**config.mk**
```make
export PLATFORM = sky130hd
export DESIGN_NAME = dma_burst_sched
export DESIGN_NICKNAME = d
export VERILOG_FILES = /design/src/rtl/dma_burst_sched_pkg.sv /design/src/rtl/dma_burst_sched_len_calc.sv /design/src/rtl/dma_burst_sched.sv
export SDC_FILE = /design/constraint.sdc
export NUM_CORES = 1
export LEC_CHECK = 0
export CAP_MARGIN = 20
export CORE_ASPECT_RATIO = 0.75
export CORE_UTILIZATION = 48
export DETAILED_ROUTE_END_ITERATION = 10
export PLACE_DENSITY = 0.74
export SYNTH_ARGS = -nofsm -noshare
export SYNTH_HDL_FRONTEND = slang
export SYNTH_HIERARCHICAL = 1
export SYNTH_SLANG_ARGS = --single-unit
```
**constraint.sdc**
```tcl
create_clock -name I_BSCH_HCLK -period 2.89 [get_ports I_BSCH_HCLK]
set_input_delay 0.289 -clock I_BSCH_HCLK [delete_from_list [all_inputs] [get_ports I_BSCH_HCLK]]
set_output_delay 0.289 -clock I_BSCH_HCLK [all_outputs]
set_load 0.02 [all_outputs]
```
**src/rtl/dma_burst_sched_pkg.sv**
```systemverilog
// Shared types and defaults for the DMA burst scheduler.
// The optional watchdog is enabled by defining DMA_BSCH_TIMEOUT_EN.
package dma_burst_sched_pkg;

  localparam int unsigned BSCH_MAX_BURST = 16;
  localparam int unsigned BSCH_BOUNDARY  = 1024;
  localparam int unsigned BSCH_WORDS_W   = 16;
  localparam int unsigned BSCH_TIMEOUT   = 255;
  localparam int unsigned ADDR_W         = 32;
  localparam int unsigned CNT_W          = 5;
  localparam int unsigned BUF_W          = 8;

  localparam logic [2:0] HSIZE_WORD = 3'b010;

  typedef enum logic [2:0] {
    ST_IDLE,
    ST_CALC,
    ST_ISSUE,
    ST_XFER,
    ST_FIN
  } bsch_state_e;

endpackage

```
**src/rtl/dma_burst_sched_len_calc.sv**
```systemverilog
// Burst length: min(remaining words, MAX_BURST, words left before the next BOUNDARY line).
module dma_burst_sched_len_calc
  import dma_burst_sched_pkg::*;
#(
  parameter int unsigned MAX_BURST = BSCH_MAX_BURST,
  parameter int unsigned BOUNDARY  = BSCH_BOUNDARY,
  parameter int unsigned WORDS_W   = BSCH_WORDS_W,
  parameter int unsigned OFF_W     = $clog2(BOUNDARY)
) (
  input  logic [WORDS_W-1:0] rem_i,
  input  logic [OFF_W-1:0]   addr_off_i,
  output logic [CNT_W-1:0]   len_o
);

  logic [31:0]      room_w;
  logic [CNT_W-1:0] rem_c;
  logic [CNT_W-1:0] room_c;

  always_comb begin
    room_w = (32'(BOUNDARY) - 32'(addr_off_i)) >> 2;
    rem_c  = (32'(rem_i) < 32'(MAX_BURST)) ? CNT_W'(rem_i) : CNT_W'(MAX_BURST);
    room_c = (room_w < 32'(MAX_BURST)) ? CNT_W'(room_w) : CNT_W'(MAX_BURST);
    len_o  = (rem_c < room_c) ? rem_c : room_c;
  end

endmodule

```
**src/rtl/dma_burst_sched.sv**
```systemverilog
// DMA command sequencer: splits a transfer request into boundary-safe INCR bursts.
// Define DMA_BSCH_TIMEOUT_EN to add a beat watchdog that aborts a stalled request.
module dma_burst_sched
  import dma_burst_sched_pkg::*;
#(
  parameter int unsigned MAX_BURST = BSCH_MAX_BURST,
  parameter int unsigned BOUNDARY  = BSCH_BOUNDARY,
  parameter int unsigned WORDS_W   = BSCH_WORDS_W,
  parameter int unsigned TIMEOUT   = BSCH_TIMEOUT
) (
  input  logic               I_BSCH_HCLK,
  input  logic               I_BSCH_RESET,
  input  logic               I_BSCH_REQ,
  input  logic [31:0]        I_BSCH_ADDR,
  input  logic [WORDS_W-1:0] I_BSCH_WORDS,
  input  logic               I_BSCH_WRITE,
  input  logic               I_BSCH_ABORT,
  input  logic               I_BSCH_DMA_READY,
  input  logic               I_BSCH_BEAT,
  output logic               O_BSCH_BUSY,
  output logic               O_BSCH_DONE,
  output logic               O_BSCH_ERR,
  output logic               O_BSCH_DMA_START,
  output logic [31:0]        O_BSCH_DMA_ADDR,
  output logic [4:0]         O_BSCH_DMA_COUNT,
  output logic [2:0]         O_BSCH_DMA_SIZE,
  output logic               O_BSCH_DMA_WRITE,
  output logic               O_BSCH_DMA_STOP,
  output logic [7:0]         O_BSCH_BUF_ADDR
);

  localparam int unsigned OFF_W = $clog2(BOUNDARY);

  bsch_state_e        state_q, state_d;
  logic [ADDR_W-1:0]  addr_q, addr_d;
  logic [WORDS_W-1:0] rem_q, rem_d;
  logic [CNT_W-1:0]   len_q, len_d;
  logic [CNT_W-1:0]   beat_q, beat_d;
  logic [BUF_W-1:0]   buf_q, buf_d;
  logic [ADDR_W-1:0]  dma_addr_q, dma_addr_d;
  logic [CNT_W-1:0]   dma_count_q, dma_count_d;
  logic               write_q, write_d;
  logic               busy_q, busy_d;
  logic               done_q, done_d;
  logic               err_q, err_d;
  logic               start_q, start_d;
  logic               stop_q, stop_d;

  logic [CNT_W-1:0]   len_c;
  logic               active_c;
  logic               beat_ok_c;
  logic               burst_done_c;
  logic               abort_c;

`ifdef DMA_BSCH_TIMEOUT_EN
  localparam int unsigned WD_W = $clog2(TIMEOUT + 1);
  logic [WD_W-1:0] wd_q, wd_d;
  logic            timeout_c;
`endif

  dma_burst_sched_len_calc #(
    .MAX_BURST (MAX_BURST),
    .BOUNDARY  (BOUNDARY),
    .WORDS_W   (WORDS_W),
    .OFF_W     (OFF_W)
  ) u_len_calc (
    .rem_i      (rem_q),
    .addr_off_i (addr_q[OFF_W-1:0]),
    .len_o      (len_c)
  );

  // Next-state and registered-output logic
  always_comb begin
    state_d     = state_q;
    addr_d      = addr_q;
    rem_d       = rem_q;
    len_d       = len_q;
    beat_d      = beat_q;
    buf_d       = buf_q;
    dma_addr_d  = dma_addr_q;
    dma_count_d = dma_count_q;
    write_d     = write_q;
    err_d       = err_q;
    stop_d      = 1'b0;

    active_c     = (state_q == ST_ISSUE) || (state_q == ST_XFER);
    beat_ok_c    = active_c && I_BSCH_BEAT;
    burst_done_c = beat_ok_c && (CNT_W'(beat_q + CNT_W'(1)) == len_q) &&
                   ((state_q == ST_XFER) || I_BSCH_DMA_READY);
    abort_c      = I_BSCH_ABORT && (active_c || (state_q == ST_CALC));

`ifdef DMA_BSCH_TIMEOUT_EN
    wd_d      = '0;
    timeout_c = 1'b0;
    if (active_c && !I_BSCH_BEAT && !I_BSCH_DMA_READY) begin
      wd_d      = WD_W'(wd_q + WD_W'(1));
      timeout_c = (32'(wd_q) == (TIMEOUT - 1));
    end
    abort_c = abort_c || timeout_c;
`endif

    case (state_q)
      ST_IDLE: begin
        if (I_BSCH_REQ) begin
          addr_d  = I_BSCH_ADDR;
          rem_d   = I_BSCH_WORDS;
          write_d = I_BSCH_WRITE;
          buf_d   = '0;
          err_d   = 1'b0;
          if (I_BSCH_ADDR[1:0] != 2'b00) begin
            err_d   = 1'b1;
            state_d = ST_FIN;
          end else if (I_BSCH_WORDS == '0) begin
            state_d = ST_FIN;
          end else begin
            state_d = ST_CALC;
          end
        end
      end
      ST_CALC: begin
        len_d       = len_c;
        beat_d      = '0;
        dma_addr_d  = addr_q;
        dma_count_d = len_c;
        state_d     = (rem_q == '0) ? ST_FIN : ST_ISSUE;
      end
      ST_ISSUE, ST_XFER: begin
        if (beat_ok_c) begin
          beat_d = CNT_W'(beat_q + CNT_W'(1));
          buf_d  = BUF_W'(buf_q + BUF_W'(1));
        end
        if (burst_done_c) begin
          addr_d  = addr_q + {{(ADDR_W-CNT_W-2){1'b0}}, len_q, 2'b00};
          rem_d   = WORDS_W'(rem_q - WORDS_W'(len_q));
          state_d = ST_CALC;
        end else if ((state_q == ST_ISSUE) && I_BSCH_DMA_READY) begin
          state_d = ST_XFER;
        end
      end
      ST_FIN:  state_d = ST_IDLE;
      default: state_d = ST_IDLE;
    endcase

    // Abort overrides any same-cycle beat or burst completion
    if (abort_c) begin
      state_d = ST_FIN;
      addr_d  = addr_q;
      rem_d   = rem_q;
      beat_d  = beat_q;
      buf_d   = buf_q;
      err_d   = 1'b1;
      stop_d  = 1'b1;
    end

    busy_d  = (state_d == ST_CALC) || (state_d == ST_ISSUE) || (state_d == ST_XFER);
    done_d  = (state_d == ST_FIN);
    start_d = (state_d == ST_ISSUE);
  end

  always_ff @(posedge I_BSCH_HCLK or posedge I_BSCH_RESET) begin
    if (I_BSCH_RESET) begin
      state_q     <= ST_IDLE;
      addr_q      <= '0;
      rem_q       <= '0;
      len_q       <= '0;
      beat_q      <= '0;
      buf_q       <= '0;
      dma_addr_q  <= '0;
      dma_count_q <= '0;
      write_q     <= 1'b0;
      busy_q      <= 1'b0;
      done_q      <= 1'b0;
      err_q       <= 1'b0;
      start_q     <= 1'b0;
      stop_q      <= 1'b0;
    end else begin
      state_q     <= state_d;
      addr_q      <= addr_d;
      rem_q       <= rem_d;
      len_q       <= len_d;
      beat_q      <= beat_d;
      buf_q       <= buf_d;
      dma_addr_q  <= dma_addr_d;
      dma_count_q <= dma_count_d;
      write_q     <= write_d;
      busy_q      <= busy_d;
      done_q      <= done_d;
      err_q       <= err_d;
      start_q     <= start_d;
      stop_q      <= stop_d;
    end
  end

`ifdef DMA_BSCH_TIMEOUT_EN
  always_ff @(posedge I_BSCH_HCLK or posedge I_BSCH_RESET) begin
    if (I_BSCH_RESET) wd_q <= '0;
    else              wd_q <= wd_d;
  end
`endif

  assign O_BSCH_BUSY      = busy_q;
  assign O_BSCH_DONE      = done_q;
  assign O_BSCH_ERR       = err_q;
  assign O_BSCH_DMA_START = start_q;
  assign O_BSCH_DMA_ADDR  = dma_addr_q;
  assign O_BSCH_DMA_COUNT = dma_count_q;
  assign O_BSCH_DMA_SIZE  = HSIZE_WORD;
  assign O_BSCH_DMA_WRITE = write_q;
  assign O_BSCH_DMA_STOP  = stop_q;
  assign O_BSCH_BUF_ADDR  = buf_q;

endmodule

```
== Yosys cells after proc, flatten, opt, wreduce, memory -nomap -nowiden ==
Index checks and enable logic that the tools add are counted.

* Register bits after elaboration: 107
* Output and inout port bits: 54

* Add/subtract/negate cells: 5
* Order comparisons: 3
* Equality and inequality tests: 11
* Multiplexer cells: 27
* Bitwise logic cells: 1
* Reduce and logical (&&, ||, !) cells: 24

{| class="wikitable"
|+ Operators with widths
! cell !! number
|-
| 2-to-1 mux 32 bit || 2
|-
| case mux 32 bit (2 select lines) || 1
|-
| adder 32 x 7 -> 32 bit || 1
|-
| logical NOT 16 bit || 2
|-
| 2-to-1 mux 16 bit || 2
|-
| case mux 16 bit (2 select lines) || 1
|-
| less-than comparator 30 x 5 -> 1 bit (second input constant) || 1
|-
| 2-to-1 mux 3 bit || 7
|-
| 2-to-1 mux 5 bit || 4
|-
| less-than comparator 16 x 5 -> 1 bit (second input constant) || 1
|-
| 2-to-1 mux 8 bit || 2
|-
| case mux 8 bit (2 select lines) || 1
|-
| subtractor 16 x 5 -> 16 bit || 1
|-
| equality test 3 x 2 -> 1 bit (second input constant) || 4
|-
| subtractor 11 x 10 -> 12 bit (first input constant) || 1
|-
| case mux 5 bit (2 select lines) || 1
|-
| nonzero test 2 bit || 5
|-
| case mux 3 bit (3 select lines) || 1
|-
| adder 8 x 1 -> 8 bit (second input constant) || 1
|-
| AND reduction 4 bit || 2
|-
| equality test 3 x 1 -> 1 bit (second input constant) || 2
|-
| != test 2 bit (second input constant) || 3
|-
| adder 5 x 1 -> 5 bit (second input constant) || 1
|-
| equality test 5 bit || 1
|-
| other kinds (10) || 23
|}

== Depth between registers and ports, before layout ==
Gate-level depths: netlist (run 1).

* Word-level depth: 11
* Depth in mapped cells: 12

== Cells and area by module ==
Netlist (run 1), hierarchy kept.

{| class="wikitable"
|+ Modules (own cells, without submodules)
! module !! times used !! cells each !! area an instance (um^2)
|-
| dma_burst_sched || 1 || 582 || 5744.3
|-
| dma_burst_sched_len_calc || 1 || 42 || 297.8
|}

== Worst setup path after synthesis (run 1) ==
OpenSTA, ideal clock, no wires.

* Path kind: reg-to-reg
* Start: reg addr_q[2]
* End: reg dma_count_q[4] (netlist: O_BSCH_DMA_COUNT[4])
* Library setup time: 0.083 ns
* Arrival: 2.636 ns
* Required time: 2.807 ns
* Setup slack: 0.171 ns
* Stages on the path, launching flop included: 13
* Path buffers: 0
* Cell sequence: dfrtp_1 or3_4 or2_4 xnor2_1 nand2b_1 ha_1 a21oi_1 nor2_1 a211oi_2 o21a_1 mux2i_1 nand2_1 o21ai_0

* Cells in the longest elaborated chain, start to end: 5

{| class="wikitable"
|+ Ends and longest elaborated chain
! element !! line !! text
|-
| start, declared || dma_burst_sched.sv:35 || <nowiki>logic [ADDR_W-1:0] addr_q, addr_d;</nowiki>
|-
| start signal, assigned || dma_burst_sched.sv:178 || <nowiki>addr_q <= addr_d;</nowiki>
|-
| subtractor 11 x 10 -> 12 bit (*) || dma_burst_sched_len_calc.sv:20 || <nowiki>room_w = (32'(BOUNDARY) - 32'(addr_off_i)) >> 2;</nowiki>
|-
| less-than comparator 30 x 5 -> 1 bit || dma_burst_sched_len_calc.sv:22 || <nowiki>room_c = (room_w < 32'(MAX_BURST)) ? CNT_W'(room_w) : CNT_W'(MAX_BURST);</nowiki>
|-
| 2-to-1 mux 5 bit (*) || dma_burst_sched_len_calc.sv:22 ||
|-
| less-than comparator 5 bit || dma_burst_sched_len_calc.sv:23 || <nowiki>len_o = (rem_c < room_c) ? rem_c : room_c;</nowiki>
|-
| 2-to-1 mux 5 bit (*) || dma_burst_sched_len_calc.sv:23 ||
|-
| net len_c[4] || dma_burst_sched.sv:49 || <nowiki>logic [CNT_W-1:0] len_c;</nowiki>
|-
| end signal, assigned || dma_burst_sched.sv:184 || <nowiki>dma_count_q <= dma_count_d;</nowiki>
|-
| end, declared || dma_burst_sched.sv:41 || <nowiki>logic [CNT_W-1:0] dma_count_q, dma_count_d;</nowiki>
|}

Mark *: on every way through the listed nets, which the timed path passes. The rest lies on a longest branch.
A chain may end at the register's enable or synchronous reset.

== Worst setup path after layout (run 1) ==
* Start: reg beat_q[1]
* End: reg addr_q[17]

* Cells in the longest elaborated chain, start to end: 6

{| class="wikitable"
|+ Ends and longest elaborated chain
! element !! line !! text
|-
| start, declared || dma_burst_sched.sv:38 || <nowiki>logic [CNT_W-1:0] beat_q, beat_d;</nowiki>
|-
| start signal, assigned || dma_burst_sched.sv:181 || <nowiki>beat_q <= beat_d;</nowiki>
|-
| adder 5 x 1 -> 5 bit || dma_burst_sched.sv:88 || <nowiki>burst_done_c = beat_ok_c && (CNT_W'(beat_q + CNT_W'(1)) == len_q) &&</nowiki>
|-
| equality test 5 bit || dma_burst_sched.sv:88 ||
|-
| logical AND 1 bit (2 in a row) || dma_burst_sched.sv:88 ||
|-
| != test 2 bit (no line) || - ||
|-
| AND reduction 4 bit (no line) || - ||
|}

Every way passes these cells.

==> flow_summary_export.csv, run 1 <==
group,metric,value,unit
cts,postCtsResizedCells,0,
cts,hold_buffers,0,
cells_and_area,area_growth,28.3,%
power_and_ir_drop,ir_worst_vdd,471,uV
sta,tns,0,ns
place,gp_congestion,0.864,
synth,synth_ff_type,"dfrtp_1",
synth,synth_seq_cells,107,
cts,post-cts-setup-buffers,0,
synth,postSynthCellCount,624,
routing,drc,0,
global_route,overflow,0,
sta,period_needed,2.81,ns
cts,htreeDepth,3,
synth,yosysUniqueCellTypes,77,
floorplanning,core,12300,sq um
global_route,grt_pass1_vias,5326,
power_and_ir_drop,power.density,1060,nW/um^2
sta,worst_slew_pin_slew,0.884,ns
sta,hold_viol_final,0,
cts,clk_latency,0.34,ns
global_route,grt_usage,26.3,%
synth,synth_warnings,6,
routing,ant_nets,0,
critical_path,cp_data_arrival_time,3.04,ns
critical_path,crit_path_cell_trace,"ha_1 > xor2_1 > or4_4 > a211o_1 > nor3_4 > nand4_1 > a32o_1",
job,maxCapViolCount,0,
cells_and_area,layout_common_cells,"107 x dfrtp_1, 105 x clkdlybuf4s50_1, 56 x nand2_1, 48 x nor2_1, 40 x a21oi_1",
critical_path,reg2reg_setup_slack,0.08,ns
synth,synth_area_per_cell,9.68,sq um
cells_and_area,fin_nets,809,
place,io_buffers,105,
cells_and_area,fill_cells,1016,
global_route,grt_pass1_wl,26.9,mm
cts,cts.clk_slew.worst_paths,0.07,ns
place,dpl.hpwl,12.1,mm
synth,synth_edf_count,0,
synth,async_flop_share,100,%
global_route,met3_usage,4.74,%
floorplanning,die_y,99.2,um
critical_path,max_stage_delay,0.54,ns
synth,syn-cell-area,6040,sq um
sta,rsz0062_at_grt,"false",
global_route,met1_usage,37.8,%
sta,relSlewSlack,40.9,%
cts,cts_tree,"built",
power_and_ir_drop,power,8210,uW
cells_and_area,drive_above_1_share,16.2,%
cts,clockRootBuffer,"clkbuf_16",
critical_path,critPathKind,"reg2reg",
run_status,status,"finished clean",
routing,drtIter0Drc,442,
cts,cts_buffer_depth,2,
power_and_ir_drop,power_leakage,0.00315,uW
global_route,use_met2,40.6,%
floorplanning,initial_core_util,49.3,%
routing,vias,5425,
critical_path,crit_fanout,8,
global_route,grt.busiest_layer,"met2",
floorplanning,fp-row-count,35,
critical_path,critPathRequiredTime,3.12,ns
routing,via_per_inst,5.98,
sta,final_max_slew_viol_count,0,
critical_path,worst_r2r_endpoint,"addr_q[17]$_DFFE_PP0P_",
critical_path,reg2reg_depth,7,
critical_path,reg2reg_from,"beat_q[1]$_DFFE_PP0P_",
global_route,grt_max_degree,44,
critical_path,cpLargestDelayFamily,"simple AND/OR/NAND/NOR gates",
critical_path,worst-path-buf-inv,0,
global_route,antenna_found_initial,0,
sta,skew,0.00719,ns
floorplanning,ios,109,
critical_path,cpMaxStageDelayCell,"or4_4",
floorplanning,die_area,13000,sq um
worst_hold_path,hp-class,"in2async",
routing,wirelength,16.8,mm
sta,fmax,356,MHz
cts,cts_buffers,9,
sta,period_share,97.1,%
sta,setup_viol,0,
routing,drt-pass1-iter-count,5,
critical_path,critPathLaunchType,"flip-flop",
cells_and_area,antenna_cells,0,
cells_and_area,final_common_cell,"dfrtp_1",
floorplanning,die_x,132,um
synth,ys_seq_area_share,44.3,%
cts,clock-sinks,107,
routing,post_drt_wl_per_cell,18.5,um
critical_path,endpoint_kind,"flip-flop",
==> Yosys cell counts (6+ instances only) <==
library cell	instances	area, sq um
a22oi_1	9	67.6
o21ai_1	14	70.1
nor2b_1	8	50.1
clkbuf_1	22	82.6
nand3_1	21	105
a211oi_1	7	52.6
mux2_2	34	383
o211ai_1	6	45.0
buf_2	8	40.0
nor2_1	48	180
nand2_1	56	210
inv_1	17	63.8
ha_1	16	200
o21ai_0	27	135
nor3_1	10	50.1
and3_1	6	37.5
dfrtp_1	107	2680
xor2_1	8	70.1
xnor2_1	8	70.1
a21oi_1	40	200
nand4_1	11	68.8
o211ai_2	7	87.6
nor4_1	22	138
o22ai_1	9	56.3
a31oi_1	9	56.3
==> worst register-to-register path, cell delays in order (launching register included) <==
cell and delay, ns:
dfrtp_1 0.40, ha_1 0.31, xor2_1 0.15, or4_4 0.54, a211o_1 0.42, nor3_4 0.45
nand4_1 0.15, a32o_1 0.28
==> sequential cells by signal, summed over array words and instances, names as in the netlist <==
| register | flops |
|---|---|
| O_BSCH_DMA_STOP | 1 |
| rem_q | 16 |
| beat_q | 5 |
| addr_q | 32 |
| O_BSCH_BUF_ADDR | 8 |
| O_BSCH_DONE | 1 |
| O_BSCH_DMA_ADDR | 32 |
| O_BSCH_ERR | 1 |
| state_q | 3 |
| O_BSCH_DMA_WRITE | 1 |
| O_BSCH_DMA_START | 1 |
| O_BSCH_BUSY | 1 |
| O_BSCH_DMA_COUNT | 5 |
==> cell type report <==
| class | instances | area [sq um] | area share (%) |
|---|---|---|---|
| clock buffers | 12 | 236 | 3.05 |
| clock inverters | 4 | 51.3 | 0.662 |
| inverters | 17 | 67.6 | 0.871 |
| multi-input cells | 463 | 3180 | 41.0 |
| flip-flops and latches | 107 | 2680 | 34.5 |
| well taps | 166 | 208 | 2.68 |
| repair buffers | 138 | 1340 | 17.2 |
==> through the flow <==
| step | cell area (sq um) | util, % | setup slack (ns) | hold WS, ns | instances |
|---|---|---|---|---|---|
| after floorplan | 6050 | - | 0.171 | 0.394 | 625 |
| after CTS | 7720 | 62.9 | 0.0741 | 0.463 | 907 |
| after detailed placement | 7430 | 60.6 | 0.0348 | 0.477 | 891 |
| after global routing | 7750 | 63.2 | 0.0190 | 0.512 | 907 |
| final | 7750 | 63.2 | 0.0840 | 0.465 | 907 |
| after global placement | 7430 | 60.6 | 0.0816 | 0.477 | 891 |
==> report_power, final <==
group	internal (uW)	switching, uW
sequential	2140	667
clock	674	544
combinational	1910	2270
total	4730	3490
==> layer usage <==
layer / vias to the layer above / share of wire (%)
met5: - / 0
met4: 0 / 1.6
met3: 23 / 6.7
met2: 238 / 45
met1: 2642 / 47
li1: 2522 / -
==> worst max path at each step <==
| stage | cells past startpoint | end | slack, ns | startpoint |
|---|---|---|---|---|
| 2_1_floorplan | 12 | O_BSCH_DMA_COUNT[4]$_DFFE_PP0P_ | 0.17 | addr_q[2]$_DFFE_PP0P_ |
| 3_3_place_gp | 7 | addr_q[26]$_DFFE_PP0P_ | 0.08 | I_BSCH_BEAT |
| 4_1_cts | 7 | addr_q[24]$_DFFE_PP0P_ | 0.07 | beat_q[0]$_DFFE_PP0P_ |
| 3_5_place_dp | 7 | addr_q[26]$_DFFE_PP0P_ | 0.03 | I_BSCH_BEAT |
| 5_1_grt | 12 | O_BSCH_DMA_COUNT[4]$_DFFE_PP0P_ | 0.02 | addr_q[2]$_DFFE_PP0P_ |
| 6_report | 7 | addr_q[17]$_DFFE_PP0P_ | 0.08 | beat_q[1]$_DFFE_PP0P_ |
==> kinds of logic after synthesis <==
| family | synth area share (%) |
|---|---|
| adders and majority gates | 3.98 |
| and+or+nand+nor | 19.0 |
| muxes | 6.50 |
| xor gates and xnor gates | 2.32 |
| DFF | 44.3 |
| buffers and inverters | 3.96 |
| AOI/OAI and AO/OA | 19.8 |
| other | 0.124 |
Note: power is estimated with default switching activity, not from simulation.
==> inputs of run 2 (changes only) <==
- CAP_MARGIN: 20 -> default
==> results of run 2 <==
The final DEF is identical to that of run 1; final timing and power are the same.
==> inputs of run 3 (changes only) <==
- ABC_CLOCK_PERIOD_IN_PS: default -> 2890
- CORE_ASPECT_RATIO: 0.75 -> 1.25
- CORE_MARGIN: default -> 4
==> run 3 against run 2 <==
Total power decreased by 0.48%. Sequential share of layout area about the same. Routed wire length decreased by 0.32%. Die area increased by 11%. Sequential power about the same. Final area about the same. First-iteration DRC count decreased by 11%. Setup slack improved by 0.027 ns. Fmax increased by 0.97%. Non-clock buffer count increased by 3. Count of clock-buffer cells in the layout decreased by 1. Critical path type unchanged. Largest power group unchanged. Highest routed layer unchanged.
==> flow_summary_export.csv, run 3 (synthesis gave the netlist of run 1 again) <==
group,metric,value,unit
run_status,status,"finished clean",
cells_and_area,area_growth,28.4,%
floorplanning,fp-row-count,45,
place,gp_congestion,0.875,
cts,clock-sinks,107,
critical_path,cp_common_cell,"nand2_1",
cts,cts_buffers,9,
cells_and_area,final_common_cell,"dfrtp_1",
global_route,grt_pass1_wl,27.2,mm
place,dpl.hpwl,12.3,mm
floorplanning,core,12200,sq um
job,maxCapViolCount,0,
critical_path,cpMaxStageDelayCell,"dfrtp_2",
cts,htreeDepth,3,
sta,hold_viol_final,0,
global_route,grt_pass1_vias,5444,
place,place_inst,891,
critical_path,reg2reg_depth,11,
sta,skew,0.00865,ns
cells_and_area,layout.cells.non_filler,908,
worst_hold_path,hp-class,"in2async",
cells_and_area,fin_area,7760,sq um
sta,period_share,96.2,%
cells_and_area,fill_cells,1007,
cells_and_area,drive_above_1_share,17.1,%
floorplanning,die_x,108,um
cts,cts.clk_slew.worst_paths,0.07,ns
cts,post-cts-setup-buffers,0,
floorplanning,die_area,14500,sq um
global_route,grt_max_degree,108,
cts,clockRootBuffer,"clkbuf_16",
power_and_ir_drop,power_leakage,0.00317,uW
floorplanning,ios,109,
sta,period_needed,2.78,ns
critical_path,critPathKind,"reg2reg",
critical_path,worst_r2r_endpoint,"O_BSCH_DMA_COUNT[4]$_DFFE_PP0P_",
sta,fin_hold_ws,0.456,ns
floorplanning,initial_core_util,49.5,%
critical_path,reg2reg_setup_slack,0.11,ns
cells_and_area,fin_nets,812,
routing,drtIter0Drc,392,
cts,cts_tree,"built",
power_and_ir_drop,power.density,1050,nW/um^2
critical_path,cpLargestDelayFamily,"simple AND/OR/NAND/NOR gates",
critical_path,crit_path_cell_trace,"or3_4 > or2_4 > o31a_1 > ha_1 > nand2_1 > nor2_1 > a211oi_2 > o21a_2 > mux2i_1 > nand2_1 > o21ai_0",
global_route,grt_usage,23.4,%
sta,worst_slew_pin_slew,0.671,ns
cts,postCtsResizedCells,0,
sta,setup_viol,0,
global_route,antenna_found_initial,0,
routing,wirelength,16.7,mm
sta,rsz0062_at_grt,"true",
cts,clk_latency,0.35,ns
place,io_buffers,105,
cells_and_area,antenna_cells,0,
critical_path,crit_fanout,5,
routing,post_drt_wl_per_cell,18.4,um
sta,relSlewSlack,54.8,%
routing,vias,5416,
critical_path,cp_data_arrival_time,3.05,ns
critical_path,reg2reg_from,"addr_q[2]$_DFFE_PP0P_",
routing,drc,0,
critical_path,max_stage_delay,0.45,ns
global_route,overflow,0,
cts,cts_buffer_depth,2,
cells_and_area,layout_common_cells,"106 x dfrtp_1, 105 x clkdlybuf4s50_1, 56 x nand2_1, 48 x nor2_1, 39 x a21oi_1",
place,dpl-instance-area,7430,sq um
routing,drt-pass1-iter-count,5,
floorplanning,die_y,133,um
routing,via_per_inst,5.96,
critical_path,critPathLaunchType,"flip-flop",
critical_path,worst-path-buf-inv,0,
critical_path,endpoint_kind,"flip-flop",
routing,ant_nets,0,
power_and_ir_drop,ir_worst_vdd,503,uV
cts,hold_buffers,0,
sta,final_max_slew_viol_count,0,
sta,fmax,360,MHz
critical_path,critPathRequiredTime,3.16,ns
sta,tns,0,ns
power_and_ir_drop,power,8170,uW
-- run 3: cell types whose count changed in the layout (fill, tap and decap cells not counted), sizes merged --
cell    before  now
buf         33   36
inv         16   18
clkbuf      12   11
bufinv       1    0
-- run 3: area by class of cell --
| class | instances | area [sq um] | share of cell area, % |
|---|---|---|---|
| Clock buffer | 11 | 253 | 3.26 |
| Clock inverter | 5 | 35.0 | 0.452 |
| Inverter | 17 | 67.6 | 0.871 |
| Multi-Input combinational cell | 463 | 3170 | 40.9 |
| Sequential cell | 107 | 2680 | 34.5 |
| Tap cell | 164 | 205 | 2.65 |
| Timing Repair Buffer | 141 | 1350 | 17.4 |
-- run 3: worst max path at each step --
stage,startpoint,endpoint,slack (ns),cells past startpoint
finish,addr_q[2]$_DFFE_PP0P_,O_BSCH_DMA_COUNT[4]$_DFFE_PP0P_,0.11,11
global route,addr_q[2]$_DFFE_PP0P_,O_BSCH_DMA_COUNT[4]$_DFFE_PP0P_,-0.002,12
CTS,addr_q[2]$_DFFE_PP0P_,O_BSCH_DMA_COUNT[4]$_DFFE_PP0P_,0.01,12
detailed placement,addr_q[2]$_DFFE_PP0P_,O_BSCH_DMA_COUNT[4]$_DFFE_PP0P_,0.03,12
global placement,I_BSCH_BEAT,addr_q[26]$_DFFE_PP0P_,0.08,7
floorplan,addr_q[2]$_DFFE_PP0P_,O_BSCH_DMA_COUNT[4]$_DFFE_PP0P_,0.17,12
-- run 3: report_power, final --
part	internal (uW)	switching (uW)
Combinational	1920	2240
Clock	636	568
Sequential	2140	661
-- run 3: worst register-to-register path: cells and delay by family, from the launching register on --
kind / cells / cell delay, ns
fa+ha+maj: 1 / 0.34
mux: 1 / 0.21
simple gates: 5 / 0.88
flops: 1 / 0.45
compound gates: 4 / 0.83
-- run 3: through the flow --
stage,setup slack [ns],util (%)
2_1_floorplan,0.171,-
3_3_place_gp,0.0765,60.8
3_5_place_dp,0.0321,60.8
4_1_cts,0.0142,63.2
5_1_grt,-0.00170,63.5
6_report,0.111,63.5
-- run 3: per-layer routing --
layer | vias to the layer above | GRT usage (%) | share of wire, %
met5 | - | 0 | 0
met4 | 0 | 8.42 | 2.6
met3 | 30 | 5.09 | 6.0
met2 | 206 | 39.7 | 50
met1 | 2634 | 29.4 | 41
li1 | 2546 | - | -
